$ cat config.mk
export PLATFORM = sky130hd
export DESIGN_NAME = conv_perf_monitor
export DESIGN_NICKNAME = d
export VERILOG_FILES = /design/src/rtl/perf_pkg.sv /design/src/rtl/sat_counter.sv /design/src/rtl/conv_perf_monitor.sv
export SDC_FILE = /design/constraint.sdc
export NUM_CORES = 1
export LEC_CHECK = 0
export BUFFER_PORTS_ARGS = -buffer_cell sky130_fd_sc_hd__buf_2
export CORE_MARGIN = 3
export CORE_UTILIZATION = 52
export CTS_BUF_LIST = sky130_fd_sc_hd__clkbuf_4
export CTS_CLUSTER_DIAMETER = 30
export DETAILED_ROUTE_END_ITERATION = 12
export GPL_TIMING_DRIVEN = 1
export HOLD_SLACK_MARGIN = 0.08
export PLACE_DENSITY_LB_ADDON = 0.15
export SLEW_MARGIN = 10
export SYNTH_ARGS = -nofsm -noshare
export SYNTH_HDL_FRONTEND = slang
export SYNTH_SLANG_ARGS = --single-unit
$ cat constraint.sdc
create_clock -name clk -period 2.4 [get_ports clk]
set_input_delay 0.24 -clock clk [delete_from_list [all_inputs] [get_ports clk]]
set_output_delay 0.24 -clock clk [all_outputs]
set_load 0.05 [all_outputs]
$ cat src/rtl/perf_pkg.sv
// perf_pkg: state encodings, FSM enum and per-run result bundle for conv_perf_monitor
package perf_pkg;
    localparam logic [1:0] RUN_IDLE = 2'd0;
    localparam logic [1:0] RUN_RUN  = 2'd1;
    localparam logic [1:0] RUN_DONE = 2'd2;

    typedef enum logic [1:0] {
        IDLE = RUN_IDLE,
        RUN  = RUN_RUN,
        DONE = RUN_DONE
    } perf_state_t;

    // Result widths for the default-parameter monitor
    localparam int RES_CNT_W = 48;
    localparam int RES_EVT_W = 32;
    localparam int RES_LANES = 5;

    typedef struct packed {
        logic [RES_CNT_W-1:0]                run_cycles;
        logic [RES_CNT_W-1:0]                first_out_latency;
        logic                                first_out_seen;
        logic [RES_EVT_W-1:0]                out_count;
        logic [RES_LANES-1:0][RES_EVT_W-1:0] stall;
        logic                                saturated;
        logic                                timeout;
    } perf_result_t;
endpackage

$ cat src/rtl/sat_counter.sv
// sat_counter: unsigned up-counter that sticks at all-ones instead of wrapping
//   clk, arst_n_in : clock, async active-low reset
//   clr            : synchronous zero (wins over inc)
//   inc            : count one event
//   value, at_max  : current count, count is all-ones
module sat_counter #(
    parameter int WIDTH = 32
) (
    input  logic             clk,
    input  logic             arst_n_in,
    input  logic             clr,
    input  logic             inc,
    output logic [WIDTH-1:0] value,
    output logic             at_max
);
    assign at_max = &value;

    always_ff @(posedge clk or negedge arst_n_in) begin
        if (!arst_n_in)
            value <= '0;
        else if (clr)
            value <= '0;
        else if (inc && !at_max)
            value <= value + 1'b1;
    end
endmodule

$ cat src/rtl/conv_perf_monitor.sv
// conv_perf_monitor: passive run monitor measuring run length, first-output latency,
// output count, per-lane stalls, saturation and timeout of an accelerator run.
//   inputs : clk, arst_n_in, start, running, lane_valid/lane_ready[NB_LANES],
//            output_valid, clear
//   outputs: state_o, total_cycles, run_cycles, first_out_latency, first_out_seen,
//            out_count, stall_cycles (lane i at [i*EVT_WIDTH +: EVT_WIDTH]),
//            saturated, timeout, done_o
module conv_perf_monitor
    import perf_pkg::*;
#(
    parameter int          NB_LANES       = 5,
    parameter int          CNT_WIDTH      = 48,
    parameter int          EVT_WIDTH      = 32,
    parameter int unsigned TIMEOUT_CYCLES = 0
) (
    input  logic                          clk,
    input  logic                          arst_n_in,
    input  logic                          start,
    input  logic                          running,
    input  logic [NB_LANES-1:0]           lane_valid,
    input  logic [NB_LANES-1:0]           lane_ready,
    input  logic                          output_valid,
    input  logic                          clear,
    output logic [1:0]                    state_o,
    output logic [CNT_WIDTH-1:0]          total_cycles,
    output logic [CNT_WIDTH-1:0]          run_cycles,
    output logic [CNT_WIDTH-1:0]          first_out_latency,
    output logic                          first_out_seen,
    output logic [EVT_WIDTH-1:0]          out_count,
    output logic [NB_LANES*EVT_WIDTH-1:0] stall_cycles,
    output logic                          saturated,
    output logic                          timeout,
    output logic                          done_o
);
    perf_state_t          state, state_d;
    logic                 in_run, go, clr, normal_exit, to_hit;
    logic                 running_seen, sat_sticky, run_max, out_max, any_max;
    logic [NB_LANES-1:0]  stall_max;
    logic [CNT_WIDTH-1:0] run_next;

    assign in_run      = state == RUN;
    // start is only honoured outside RUN, and clear overrides it
    assign go          = start && !clear && !in_run;
    assign clr         = clear || go;
    assign run_next    = run_max ? run_cycles : run_cycles + 1'b1;
    assign normal_exit = !running && running_seen;
    assign to_hit      = TIMEOUT_CYCLES != 0 && run_next == CNT_WIDTH'(TIMEOUT_CYCLES);
    assign any_max     = run_max || out_max || |stall_max;
    // counters hold at all-ones, so the live flag covers the cycle they get there
    assign saturated   = sat_sticky || any_max;
    assign state_o     = state;

    always_comb begin
        state_d = state;
        if (clear)
            state_d = IDLE;
        else if (go)
            state_d = RUN;
        else if (in_run && (normal_exit || to_hit))
            state_d = DONE;
    end

    always_ff @(posedge clk or negedge arst_n_in) begin
        if (!arst_n_in)
            state <= IDLE;
        else
            state <= state_d;
    end

    always_ff @(posedge clk or negedge arst_n_in) begin
        if (!arst_n_in) begin
            total_cycles      <= '0;
            running_seen      <= 1'b0;
            first_out_latency <= '0;
            first_out_seen    <= 1'b0;
            sat_sticky        <= 1'b0;
            timeout           <= 1'b0;
            done_o            <= 1'b0;
        end else begin
            total_cycles <= total_cycles + 1'b1;
            done_o       <= state_d == DONE && state != DONE;
            if (clr) begin
                running_seen      <= 1'b0;
                first_out_latency <= '0;
                first_out_seen    <= 1'b0;
                sat_sticky        <= 1'b0;
                timeout           <= 1'b0;
            end else begin
                sat_sticky <= sat_sticky || any_max;
                if (in_run) begin
                    if (running)
                        running_seen <= 1'b1;
                    if (output_valid && !first_out_seen) begin
                        first_out_latency <= run_next;
                        first_out_seen    <= 1'b1;
                    end
                    // a normal exit in the timeout cycle is not a timeout
                    if (state_d == DONE)
                        timeout <= !normal_exit;
                end
            end
        end
    end

    sat_counter #(.WIDTH(CNT_WIDTH)) u_run (
        .clk(clk), .arst_n_in(arst_n_in), .clr(clr), .inc(in_run),
        .value(run_cycles), .at_max(run_max)
    );

    sat_counter #(.WIDTH(EVT_WIDTH)) u_out (
        .clk(clk), .arst_n_in(arst_n_in), .clr(clr), .inc(in_run && output_valid),
        .value(out_count), .at_max(out_max)
    );

    for (genvar i = 0; i < NB_LANES; i++) begin : g_stall
        sat_counter #(.WIDTH(EVT_WIDTH)) u_stall (
            .clk(clk), .arst_n_in(arst_n_in), .clr(clr),
            .inc(in_run && lane_valid[i] && !lane_ready[i]),
            .value(stall_cycles[i*EVT_WIDTH +: EVT_WIDTH]), .at_max(stall_max[i])
        );
    end
endmodule

==> flow_summary.yaml, run 1 <==
setup_path:
  cpPeakStageDelay_ns: 0.54
  cp_cell_sequence: "and3_4, and4bb_2, nand4_1, buf_6, nand4_1, or4b_4, buf_12"
  critical_path_arrival_ns: 2.62
  crit_type: "register to output port"
  endpoint_kind: "output port"
  crit_top_cell: "nand4_1"
  start_kind: "register"
  cp_slowest_cell: "or4b_4"
  crit_fanout: 3
  required_ns: 2.16
clock_network:
  cts_buffer_depth: 3
  numCtsBuffers: 95
  cts.sinks: 343
  cts.reportedPaths.clkPinSlew_ns: 0.07
  cts_tree: "yes"
  root_buffer: "clkbuf_4"
  htreeDepth: 3
  clk_latency_ns: 0.78
sta:
  rsz0062_at_grt: "true"
  relSlewSlack_pct: 30.0
  setup_ws_ns: -0.458
  slew_viol_final: 0
  setup_viol: 1
  fin_hold_ws_ns: 0.198
  fmax_mhz: 350
  skew_ns: 0.0279
  min_period_ns: 2.86
  worstMarginPinSlew_ns: 1.05
  min_period_over_period_pct: 119
  finalHoldViolCount: 0
die:
  fp.dieArea_um2: 35800
  die_w_um: 189
  start_util_pct: 53.3
  num_rows: 66
  coreArea_um2: 32800
  die_h_um: 189
  ioPinCount: 358
synthesis:
  synthArstFlopShare_pct: 100
  syn_inst: 1853
  synth_seq_cells: 343
  seq_area_frac_synth_pct: 49.2
  synth_flop_cell: "dfrtp_1"
  synth_warnings: 0
  synth_cell_types: 63
  avgSynthCellArea_um2: 9.42
  synth_nets: 1877
  syn-cell-area_um2: 17500
  synth-edff-count: 0
status:
  status: "finished, violations left"
  violations: "setup timing"
grt:
  grt_max_degree: 138
  grt_pass1_wl_um: 85200
  track_usage_pct: 29.0
  grt_pass1_vias: 16386
  antenna_found_initial: 1
  overflow: 0
routing:
  routed_via_density: 5.68
  drcViolationCount: 0
  drt_iter0_drc: 1068
  drt_first_pass_iters: 5
  wirelength_um: 52500
  via_count: 16572
  antenna_left: 0
  wl_per_cell_um: 18.0
pwr:
  finalPower_mw: 12.2
  leakagePower_nw: 10.9
  cellPowerDensity_nw_per_um2: 542
  peakVddDrop_mv: 0.341
layout:
  fillerInstances: 2674
  stdcell_area_um2: 22600
  drive_above_1_share_pct: 31.3
  fin_nets: 2422
  fin_util_pct: 68.8
  area_growth_syn_to_layout_pct: 29.2
placed_design:
  placed_area_um2: 20800
  io_buffer_count: 357
  gp_congestion: 0.916
  place_hpwl_um: 36900
run:
  drv_cap: 0
hold_path:
  hold_class: "input pin to register"
## logic make-up after synthesis
group / Yosys count / synth area share [%]
AOI/OAI and AO/OA: 236 / 8.23
xor gates and xnor gates: 245 / 12.3
adders and majority gates: 8 / 0.573
buffers and inverters: 112 / 2.49
DFF: 343 / 49.2
muxes: 8 / 0.459
and+or+nand+nor: 901 / 26.8
## state kept, by name (all words and copies together) (netlist names)
| name | count |
|---|---|
| done_o | 1 |
| first_out_latency | 48 |
| first_out_seen | 1 |
| g_stall.u_stall.value | 160 |
| running_seen | 1 |
| sat_sticky | 1 |
| state_o | 2 |
| timeout | 1 |
| total_cycles | 48 |
| u_out.value | 32 |
| u_run.value | 48 |
## metrics by stage
stage | setup TNS (ns) | setup WS, ns | cells
after floorplan | 0 | 0.000857 | 1853
after global placement | 0 | 0.0252 | 2712
final | -0.458 | -0.458 | 2920
after detailed placement | -0.0839 | -0.0348 | 2712
after global routing | -0.600 | -0.595 | 2920
after CTS | -0.550 | -0.550 | 2910
## worst max-delay path, delay by kind of cell, from the launching register on
family	cells	cell delay, ns
buffers and inverters	2	0.30
DFF	1	0.40
and+or+nand+nor	5	1.14
## layer usage
metal | track usage, % | vias to the layer above | part of all wire, %
li1 | - | 7745 | -
met1 | 38.4 | 8090 | 42
met5 | 0 | - | 0
met2 | 46.5 | 637 | 47
met4 | 10.7 | 0 | 3.0
met3 | 7.22 | 100 | 8.5
## synthesized netlist by cell type, types with 33 or more instances
master | instances | share of area [%]
o21ai_0 | 86 | 2.5
or3_1 | 36 | 1.3
and4_1 | 34 | 1.7
nor2_1 | 238 | 5.1
and3_1 | 45 | 1.6
clkbuf_1 | 69 | 1.5
nand2_1 | 137 | 2.9
xnor2_1 | 99 | 5.0
dfrtp_1 | 343 | 49
nand4_1 | 116 | 4.2
xor2_1 | 146 | 7.3
nand3_1 | 138 | 4.0
a21oi_1 | 71 | 2.0
inv_1 | 33 | 0.71
nor3_1 | 56 | 1.6
## layout by cell type (no fill, tap or decap), drive strengths merged, types with 10 or more instances in the layout
cell         instances
xnor2               99
and4                34
nand2              137
o21ai               86
clkinv              25
inv                 35
and2                19
a221o               10
nand3              138
a21oi               71
clkbuf             140
dfrtp              343
and3                45
xor2               146
buf                515
nor3                60
dlygate4sd3         12
nor4                20
nand4              116
a21o                19
or3                 38
nor2               238
## layout make-up
type                    instances  area, µm²  area share [%]
diodes                          3       7.51          0.0333
clock buffers                 140       1050            4.66
clock inverters                34        294            1.30
inverters                      33        124           0.549
multi-input cells            1398       8630            38.3
flip-flops and latches        343       8650            38.4
well taps                     442        553            2.45
repair buffers                527       3240            14.4
## path summary, 6_finish.rpt
| check | start | end | slack, ns | depth (start not counted) |
|---|---|---|---|---|
| worst max-delay path | u_run.value[17] | saturated | -0.46 | 7 |
| worst min-delay path | lane_valid[4] | g_stall[4].u_stall.value[5] | 0.20 | 6 |
| worst max register to register | u_run.value[36] | u_run.value[5] | 0.10 | 9 |
| worst min register to register | first_out_latency[28] | first_out_latency[28] | 0.47 | 2 |
| max in group asynchronous | arst_n_in | total_cycles[25] | 1.16 | 5 |
| min in group asynchronous | arst_n_in | g_stall[3].u_stall.value[27] | 0.67 | 4 |
## what timing repair did
item,4_1_cts,5_1_grt
hold endpoints to repair,377,0
endpoints found under the setup margin,5,62
setup buffers,12,7
hold buffers,13,0
resized for setup,17,21
pin swaps,8,5
## power by group
part	internal, mW	switching (mW)
Sequential	5.79	0.0131
Combinational	0.144	0.394
Clock	3.32	2.57
Power figures use the tool's default switching activity.
==> inputs of run 2 (changes only) <==
Settings changed: CELL_PAD_IN_SITES_DETAIL_PLACEMENT from default to 1, CELL_PAD_IN_SITES_GLOBAL_PLACEMENT from default to 2, CORE_UTILIZATION 52 to 31.
==> flow_summary.yaml, run 2 (synthesis gave the netlist of run 1 again) <==
setup_path:
  ff2ff_setup_slack_ns: 0.10
  endpoint_kind: "output port"
  start_kind: "register"
  crit_type: "register to output port"
  required_ns: 2.16
  critical_path_arrival_ns: 2.73
  crit_fanout: 6
  reg2reg_from: "u_run.value[41]"
  r2r_end: "u_run.value[20]"
  rr_worst_depth: 10
pwr:
  peakVddDrop_mv: 0.242
  p_int_mw: 9.03
  pwr-share-comb_pct: 5.1
  clockPowerShare_pct: 47.6
  swShare_pct: 26.4
  sequentialPowerShare_pct: 47.3
  cellPowerDensity_nw_per_um2: 526
  p_sw_mw: 3.24
  finalPower_mw: 12.3
  leakagePower_nw: 11.1
hold_path:
  min_path_cells: 6
  whs_endpoint: "g_stall[1].u_stall.value[2]"
  hold_class: "input pin to register"
  min_from: "lane_valid[1]"
sta:
  relSlewSlack_pct: 49.7
  setup_tns_ns: -0.574
  min_period_ns: 2.97
  finalHoldViolCount: 0
  slew_viol_final: 0
  worstMarginPinSlew_ns: 0.752
  min_period_over_period_pct: 124
  setup_viol: 1
  rsz0062_at_grt: "true"
  setup_ws_ns: -0.574
  skew_ns: 0.0533
  fin_hold_ws_ns: 0.138
  fmax_mhz: 336
routing:
  drcViolationCount: 0
  antenna_left: 0
  wl_per_cell_um: 20.0
  routed_via_density: 5.08
  drt_iter0_drc: 782
  wirelength_um: 65600
  drt_first_pass_iters: 5
  via_count: 16683
status:
  status: "finished, violations left"
  violations: "setup timing"
die:
  coreArea_um2: 55400
  die_h_um: 243
  num_rows: 86
  ioPinCount: 358
  die_w_um: 243
  start_util_pct: 31.5
  fp.dieArea_um2: 59200
layout:
  largest-register: "g_stall.u_stall.value"
  final_common_cell: "buf_2"
  area_growth_syn_to_layout_pct: 33.6
  final_cell_mix: "buf_2, dfrtp_1, nor2_1"
  largest_register_ffs: 160
  fin_nets: 2466
  drive_above_1_share_pct: 32.4
  fin_util_pct: 42.1
clock_network:
  root_buffer: "clkbuf_4"
  cts.sinks: 343
  clk_latency_ns: 0.84
  cts_buffer_depth: 3
  cts_tree: "yes"
  htreeDepth: 3
  cts.reportedPaths.clkPinSlew_ns: 0.07
  numCtsBuffers: 114
grt:
  grt_max_degree: 159
  grt_pass1_vias: 17720
  overflow: 0
  grt_pass1_wl_um: 103000
  antenna_found_initial: 1
  track_usage_pct: 21.8
run:
  drv_cap: 0
placed_design:
  gp_congestion: 0.844
  place_hpwl_um: 47200
  io_buffer_count: 357
-- run 2: cell count changes in the layout (fill, tap and decap cells not counted), sizes merged --
cell and change:
clkinv +16, buf +17, bufinv -6, diode +2
clkbuf +23, clkinvlp -1, dlygate4sd3 +4, dlymetal6s4s +1
-- run 2: layout make-up --
| class | instances | area (µm²) |
|---|---|---|
| antenna | 5 | 12.5 |
| clock buffer | 160 | 1200 |
| clock inverter | 43 | 173 |
| fill | 6602 | 32100 |
| inverter | 33 | 124 |
| multi-input combinational | 1398 | 8650 |
| sequential | 343 | 8660 |
| tap | 748 | 936 |
| timing repair buffer | 552 | 3580 |
-- run 2: per-layer routing --
layer,GRT usage [%],vias up,part of all wire [%]
met5,0,-,0
met4,6.05,0,2.2
met3,5.94,107,6.1
met2,36.1,365,47
met1,28.1,8392,44
li1,-,7819,-
-- run 2: worst max path at each step --
stage                    start               to  depth (start not counted)
4_1_cts        u_run.value[23]        saturated                          6
3_5_place_dp   u_run.value[20]  u_run.value[36]                          6
5_1_grt        u_run.value[23]        saturated                          6
6_report       u_run.value[37]        saturated                          7
3_3_place_gp   u_run.value[37]  u_run.value[36]                          7
2_1_floorplan  u_run.value[38]  u_run.value[29]                          7
-- run 2: metrics by stage --
step	area [µm²]	cells	setup slack, ns
floorplan	17600	1853	0.000857
global placement	21400	3040	0.0209
detailed placement	21400	3040	-0.0939
CTS	23100	3272	-0.735
global route	23300	3279	-0.771
finish	23300	3282	-0.574
-- run 2: worst max-delay path, cell delays in order, from the launching register on --
cell and delay (ns):
dfrtp_2 0.45, nand3_2 0.16, nor4_2 0.06, buf_4 0.15, nand4_1 0.24, nand4_1 0.15
or4b_4 0.52, buf_12 0.17
-- run 2: what timing repair did --
item | in CTS | in global routing
endpoints found under the setup margin | 13 | 191
setup buffers | 11 | 3
hold buffers | 19 | 0
pin swaps | 9 | 8
hold endpoints to repair | 429 | 0
gates resized for setup | 15 | 26
cloned | 0 | 3
-- run 2: power by group through the flow --
stage	registers, mW	clock network [mW]	logic (mW)
after floorplan	5.94	0	0.200
after global placement	5.91	0	0.574
after detailed placement	5.91	0	0.579
after CTS	5.81	6.12	0.617
after global routing	5.80	6.47	0.692
final	5.81	5.84	0.629
==> inputs of run 3 (changes only) <==
Settings changed: GPL_TIMING_DRIVEN 1 to 0.
==> flow_summary.yaml, run 3 (synthesis gave the netlist of run 1 again) <==
layout:
  largest_register_ffs: 160
  drive_above_1_share_pct: 35.6
  multi_input_area_um2: 9100
  area_growth_syn_to_layout_pct: 35.8
  fillerInstances: 6461
  final_common_cell: "buf_2"
  fin_nets: 2473
  stdcell_area_um2: 23700
  regArea_um2: 8690
  final_cell_mix: "buf_2, dfrtp_1, nor2_1"
  final_cells: 3290
  largest-register: "g_stall.u_stall.value"
pwr:
  p_sw_mw: 3.34
  swShare_pct: 26.3
  sequentialPowerShare_pct: 45.7
  p_int_mw: 9.37
  pwr-share-comb_pct: 5.1
  peakVddDrop_mv: 0.284
  leakagePower_nw: 11.2
  cellPowerDensity_nw_per_um2: 536
  clockPowerShare_pct: 49.2
clock_network:
  htreeDepth: 3
  cts.reportedPaths.clkPinSlew_ns: 0.07
  numCtsBuffers: 112
  root_buffer: "clkbuf_4"
  cts_tree: "yes"
  clk_latency_ns: 0.86
  cts.sinks: 343
  cts_buffer_depth: 3
routing:
  wirelength_um: 67900
  antenna_left: 0
  wl_per_cell_um: 20.6
  via_count: 16903
  routed_via_density: 5.14
  drcViolationCount: 0
  drt_iter0_drc: 764
  drt_first_pass_iters: 5
die:
  die_w_um: 243
  die_h_um: 243
  fp.dieArea_um2: 59200
  coreArea_um2: 55400
  num_rows: 86
  start_util_pct: 31.5
  ioPinCount: 358
grt:
  grt_max_degree: 99
  grt_pass1_vias: 17716
  overflow: 0
  track_usage_pct: 22.6
  grt_pass1_wl_um: 106000
  antenna_found_initial: 1
placed_design:
  pre_cts_ws_ns: -1.21
  place_hpwl_um: 47900
  io_buffer_count: 357
  placedCellCount: 2961
  gp_congestion: 0.829
  placed_area_um2: 20400
setup_path:
  crit_fanout: 2
  rr_worst_depth: 9
  critical_path_arrival_ns: 2.76
  start_kind: "register"
  required_ns: 2.16
  crit_type: "register to output port"
  endpoint_kind: "output port"
  ff2ff_setup_slack_ns: -0.03
sta:
  slew_viol_final: 0
  setup_viol: 7
  worstMarginPinSlew_ns: 0.841
  min_period_over_period_pct: 125
  rsz0062_at_grt: "true"
  setup_ws_ns: -0.602
  skew_ns: 0.0580
  min_period_ns: 3.00
  fmax_mhz: 333
  finalHoldViolCount: 0
  relSlewSlack_pct: 43.4
status:
  violations: "setup timing"
  status: "finished, violations left"
hold_path:
  min_path_cells: 5
  hold_class: "input pin to register"
run:
  drv_cap: 0
==> run 3: cell count changes in the layout (fill, tap and decap cells not counted), sizes merged, moves of 3 or more <==
cell,previous run,this run
buf,532,492
bufinv,0,3
clkbuf,163,213
clkinvlp,0,4
diode,5,1
==> run 3: timing repair <==
action | CTS | global route
buffers inserted | 58 | 62
hold buffers | 18 | 0
gates resized for setup | 146 | 122
pin swaps | 22 | 39
endpoints found under the hold margin | 432 | 0
endpoints found under the setup margin | 292 | 248
==> run 3: worst max-delay path: stages, from the launching register on <==
cell      delay, ns
dfrtp_2        0.41
and4_4         0.19
and4bb_2       0.26
nand4_1        0.09
buf_6          0.13
nand4_1        0.09
or4b_4         0.55
buf_12         0.17
==> run 3: cell type report <==
| type | count | area share, % |
|---|---|---|
| Multi-Input combinational cell | 1398 | 38.4 |
| Buffer | 64 | 1.50 |
| Timing Repair Buffer | 497 | 12.7 |
| Inverter | 33 | 0.523 |
| Antenna cell | 1 | 0.0106 |
| Clock inverter | 46 | 1.21 |
| Tap cell | 748 | 3.95 |
| Clock buffer | 160 | 5.07 |
| Sequential cell | 343 | 36.7 |
==> run 3: final timing paths <==
kind,from,to
min in group asynchronous,arst_n_in,g_stall[3].u_stall.value[9]
min reg2reg,first_out_latency[22],first_out_latency[22]
max in group asynchronous,arst_n_in,u_run.value[34]
min,lane_valid[0],g_stall[0].u_stall.value[1]
max,u_run.value[20],saturated
max reg2reg,state_o[1],g_stall[2].u_stall.value[21]
==> run 3: metrics by stage <==
step	TNS (ns)	power [mW]	util [%]	hold WS (ns)
after floorplan	0	6.14	-	-0.0556
after global placement	-2373.48	6.45	36.6	0.450
after detailed placement	-193.95	6.47	36.8	0.291
after CTS	-16.86	13.0	41.5	0.120
after global routing	-3.16	13.4	42.8	0.0998
final	-0.721	12.7	42.8	0.161
==> run 3: per-layer routing <==
| layer | global-route usage [%] | up-vias | wire, µm |
|---|---|---|---|
| met5 | 0 | - | 0 |
| met4 | 7.96 | 0 | 1910 |
| met3 | 5.64 | 113 | 4010 |
| met2 | 36.8 | 412 | 32600 |
| met1 | 29.1 | 8539 | 29400 |
| li1 | - | 7839 | - |
==> run 3: power by group through the flow <==
stage               Clock [mW]  Sequential [mW]  Combinational, mW
global route              6.91             5.80              0.717
floorplan                    0             5.94              0.200
detailed placement           0             5.92              0.556
finish                    6.25             5.81              0.649
global placement             0             5.92              0.535
CTS                       6.55             5.80              0.640
